## config.mk

```make
export PLATFORM = sky130hd
export DESIGN_NAME = serial_add_ctrl
export DESIGN_NICKNAME = d
export VERILOG_FILES = /design/src/rtl/serial_add_ctrl.sv
export SDC_FILE = /design/constraint.sdc
export NUM_CORES = 1
export LEC_CHECK = 0
export BUFFER_PORTS_ARGS = -buffer_cell sky130_fd_sc_hd__buf_4
export CAP_MARGIN = 10
export CORE_MARGIN = 2
export CORE_UTILIZATION = 51
export DETAILED_ROUTE_END_ITERATION = 6
export GPL_TIMING_DRIVEN = 0
export HOLD_SLACK_MARGIN = 0.15
export PLACE_DENSITY_LB_ADDON = 0.05
export SYNTH_ARGS = -nofsm -noshare
export SYNTH_HDL_FRONTEND = slang
export SYNTH_SLANG_ARGS = --single-unit
```

## constraint.sdc

```tcl
create_clock -name clk -period 1.35 [get_ports clk]
set_input_delay 0 -clock clk [delete_from_list [all_inputs] [get_ports clk]]
set_output_delay 0 -clock clk [all_outputs]
set_load 0.02 [all_outputs]
```

## src/rtl/serial_add_ctrl.sv

```systemverilog
// serial_add_ctrl: bit-serial adder, one time-shared full adder, LSB first.
// Define SERIAL_ADD_OVF_EN to add the registered two's-complement overflow output ovf.
module serial_add_ctrl #(
    parameter int WIDTH = 4
) (
    input  logic             clk,
    input  logic             rst,
    input  logic             start,
    input  logic [WIDTH-1:0] a,
    input  logic [WIDTH-1:0] b,
    input  logic             cin,
    output logic             busy,
    output logic             done,
    output logic [WIDTH-1:0] sum,
    output logic             cout
`ifdef SERIAL_ADD_OVF_EN
    ,
    output logic             ovf
`endif
);
    localparam int CW = WIDTH > 1 ? $clog2(WIDTH) : 1;
    typedef enum logic [1:0] {IDLE, RUN, DONE} state_t;
    state_t state, state_nxt;
    logic [WIDTH-1:0] a_sr, b_sr, ps, ps_nxt;
    logic [CW-1:0] cnt;
    logic c, hs1, hc1, s, hc2, co, last;
    always_comb begin
        hs1 = a_sr[0] ^ b_sr[0];
        hc1 = a_sr[0] & b_sr[0];
        s = hs1 ^ c;
        hc2 = hs1 & c;
        co = hc1 | hc2;
        // sum bit enters at the MSB so after WIDTH shifts bit 0 lands at the LSB
        ps_nxt = (ps >> 1) | (WIDTH'(s) << (WIDTH - 1));
        last = cnt == CW'(WIDTH - 1);
        state_nxt = state == IDLE ? (start ? RUN : IDLE) :
                    state == RUN  ? (last ? DONE : RUN) : IDLE;
    end
    assign busy = state != IDLE;
    assign done = state == DONE;
    always_ff @(posedge clk)
        if (rst) state <= IDLE;
        else     state <= state_nxt;
    always_ff @(posedge clk) begin
        if (rst) begin
            a_sr <= '0;
            b_sr <= '0;
            ps <= '0;
            cnt <= '0;
            c <= 1'b0;
            sum <= '0;
            cout <= 1'b0;
`ifdef SERIAL_ADD_OVF_EN
            ovf <= 1'b0;
`endif
        end else if (state == IDLE && start) begin
            a_sr <= a;
            b_sr <= b;
            c <= cin;
            cnt <= '0;
        end else if (state == RUN) begin
            a_sr <= a_sr >> 1;
            b_sr <= b_sr >> 1;
            c <= co;
            ps <= ps_nxt;
            cnt <= cnt + CW'(1);
            if (last) begin
                sum <= ps_nxt;
                cout <= co;
`ifdef SERIAL_ADD_OVF_EN
                ovf <= c ^ co;
`endif
            end
        end
    end
endmodule

```

==> run summary <==
status - finished clean
Mapped Area - 902 um^2
row cnt - 15
fmax - 0.782 GHz
worst hold path depth - 3
Clk pwr share - 24.8%
Max stage delay cell, worst path - or3b_4
clk_lat worst skew - 0.29 ns
DRC viols - 0
Setup Skew - 0.00336 ns
Crit path required time - 1.53 ns
Routability Congestion - 0.687
Slowest Stage Delay on Critical Path - 0.38 ns
Final Slew Violations - 0
CTS root buffer - clkbuf_4
Mapped Nets - 102
number of global-route vias before repair - 636
largest net degree at the start of global routing - 13
area added between synthesis and finish - 34.5%
TNS Setup - 0 ns
Initial Util - 53.4%
share of the yosys chip area belonging to registers - 46.6%
RSZ-0062 raised after global routing - false
clk sinks - 21
Hold WC Path Type - in2reg
sw frac - 25.6%
DP HPWL - 1140 um
Post-Layout Cell Count - 139
die area - 2120 um^2
FF-to-FF Start - state[0]$_SDFF_PP0_
Comb power frac - 18.6%
Yosys top cell area share - 46.6%
internal power - 885 uW
vias per inst - 5.22
EDFF count, synth - 0
htree depth - 1
GRT Total Usage - 17.5%
maximum clock insertion buffer count - 2
share of cells above drive strength 1 - 30.3%
Core Region - 1690 um^2
Seq cells post-synth - 21
gr ovfl total - 0
Worst EP arrival - 1.45 ns
CTS tree - yes
Reg power frac - 56.6%
post-placement cell count - 123
initial antenna violation count - 0
Avg Inst Size Synth - 10.3 um^2
Synth area leader - dfxtp_1
first-pass detailed-route iteration total - 4
MaxCap Viol Count - 0
Synth cell types - 24
Worst slew margin - 63.7%
Sw Pwr - 305 uW
total CTS buffers - 3
synth warn - 0
worst hold endpoint - cnt[0]$_SDFFE_PP0N_
Die Span Y - 46.1 um
top-count cell post-synth - dfxtp_1
final setup fails - 0
Clock transition at path regs - 0.12 ns
Tmin final - 1.28 ns
Least-Margin Pin Slew - 0.545 ns
fin crit share - 94.7%
Total Power - 1.19 mW
cell family with most CP delay - simple AND/OR/NAND/NOR gates
fin nets - 137
Worst Reg2Reg Path Length in Cells - 5
Design Area, Final - 1210 um^2
crit path kind - reg2reg
Async S/R FF share, synth - 0%
Post-DRT Antenna Nets - 0
top_reg_cell synth - dfxtp_1
critical path launch point type - flip-flop
average wire per standard cell - 12.1 um
RR Endpoint - b_sr[2]$_SDFFE_PP0P_
# port buffers - 18
first-pass GRT wire length - 2660 um
kind of end point of the critical path - flip-flop
WP buf/inv - 2
R2R Setup Slk - 0.07 ns
Post-DP Area - 1060 um^2
commonest cells in the netlist - dfxtp_1, nor2_1, mux2i_1, a211oi_2
top cells by area in the synthesized netlist - dfxtp_1, mux2i_1, nor2_1
# IOs - 19
Post-Route WL - 1690 um
maximum vdd drop - 0.713 mV
Final Hold Fails - 0
critical-path cell list - buf_6, or3b_4, buf_6, nor2_1, a211oi_2
Die W - 46.1 um
Power Density - 980 nW/um^2
initial DRC count - 7
final core utilization - 71.9%
Vias - 725
Layout fillers - 139
Hold Path Origin - rst
CP dominant cell by count - buf_6
Lkg Pwr - 0.577 nW
Post-Syn Instances - 88
crit path max fanout - 10
diode count - 0
repair_timing:
item                       CTS  global route
hold endpoints to repair    10             0
buffers inserted             0             1
hold buffers                11             0
setup endpoints to repair    0             5
gates resized for setup      0             3
worst max path at each step:
stage	start	to	slack (ns)	depth (start not counted)
6_report	state[0]$_SDFF_PP0_	b_sr[2]$_SDFFE_PP0P_	0.07	5
3_3_place_gp	state[0]$_SDFF_PP0_	a_sr[1]$_SDFFE_PP0P_	0.10	5
4_1_cts	state[0]$_SDFF_PP0_	a_sr[3]$_SDFFE_PP0P_	0.06	4
5_1_grt	state[1]$_SDFF_PP0_	a_sr[2]$_SDFFE_PP0P_	0.02	4
2_1_floorplan	state[0]$_SDFF_PP0_	a_sr[1]$_SDFFE_PP0P_	0.14	5
3_5_place_dp	state[0]$_SDFF_PP0_	b_sr[2]$_SDFFE_PP0P_	0.09	5
power groups by stage:
stage	Combinational, mW	Clock (mW)	Sequential (mW)
3_5_place_dp	0.193	0	0.688
2_1_floorplan	0.140	0	0.683
3_3_place_gp	0.191	0	0.687
6_report	0.222	0.295	0.673
5_1_grt	0.243	0.330	0.678
4_1_cts	0.219	0.300	0.674
cell type report:
cell class	count	area, um^2	area share (%)
plain buffers	5	41.3	3.40
clock buffers	3	22.5	1.86
clock inverters	1	5.00	0.412
inverters	2	7.51	0.619
multi-input cells	60	443	36.5
flip-flops and latches	21	420	34.6
well taps	17	21.3	1.75
repair buffers	30	253	20.8
flip-flops by register name, summed over array words and instances (netlist names):
signal and count:
sum 4, cout 1, c 1, cnt 2, a_sr 4, b_sr 4
ps 3, state 2
through the flow:
step | setup WS, ns | hold slack, ns
2_1_floorplan | 0.143 | 0.0793
3_3_place_gp | 0.101 | 0.183
3_5_place_dp | 0.0897 | 0.184
4_1_cts | 0.0612 | 0.415
5_1_grt | 0.0161 | 0.419
6_report | 0.0717 | 0.418
worst reg2reg max path, cell delays in order, from the launching register on:
cell      delay [ns]
dfxtp_1         0.33
buf_6           0.13
or3b_4          0.38
buf_6           0.16
nor2_1          0.11
a211oi_2        0.05
logic make-up (layout without fill, tap and decap cells):
group | count (synthesis) | after routing | synth area share [%]
fa+ha+maj | 2 | 2 | 3.61
flops | 21 | 21 | 46.6
mux | 13 | 13 | 14.4
xor+xnor | 1 | 1 | 0.971
buf+inv | 7 | 41 | 5.41
compound gates | 14 | 14 | 13.2
simple gates | 30 | 30 | 15.8
cell usage in the layout, fill, tap and decap left out, types with 2 or more instances in the layout:
master	n
nand2_1	3
a211oi_2	4
nand3_1	2
nor2_2	3
dfxtp_1	21
mux2i_1	13
a211oi_1	3
inv_1	2
buf_6	3
nor3_1	2
clkbuf_4	3
dlygate4sd3_1	11
o22ai_1	3
clkbuf_1	2
nor2_1	15
a21oi_1	2
buf_4	19
metal layers:
| metal | global-route usage, % | wire length, um |
|---|---|---|
| met4 | 5.14 | 15 |
| met3 | 3.53 | 36 |
| met2 | 28.9 | 861 |
| met5 | 0 | 0 |
| met1 | 22.9 | 771 |
No activity file was read; power rests on OpenSTA's default activity.
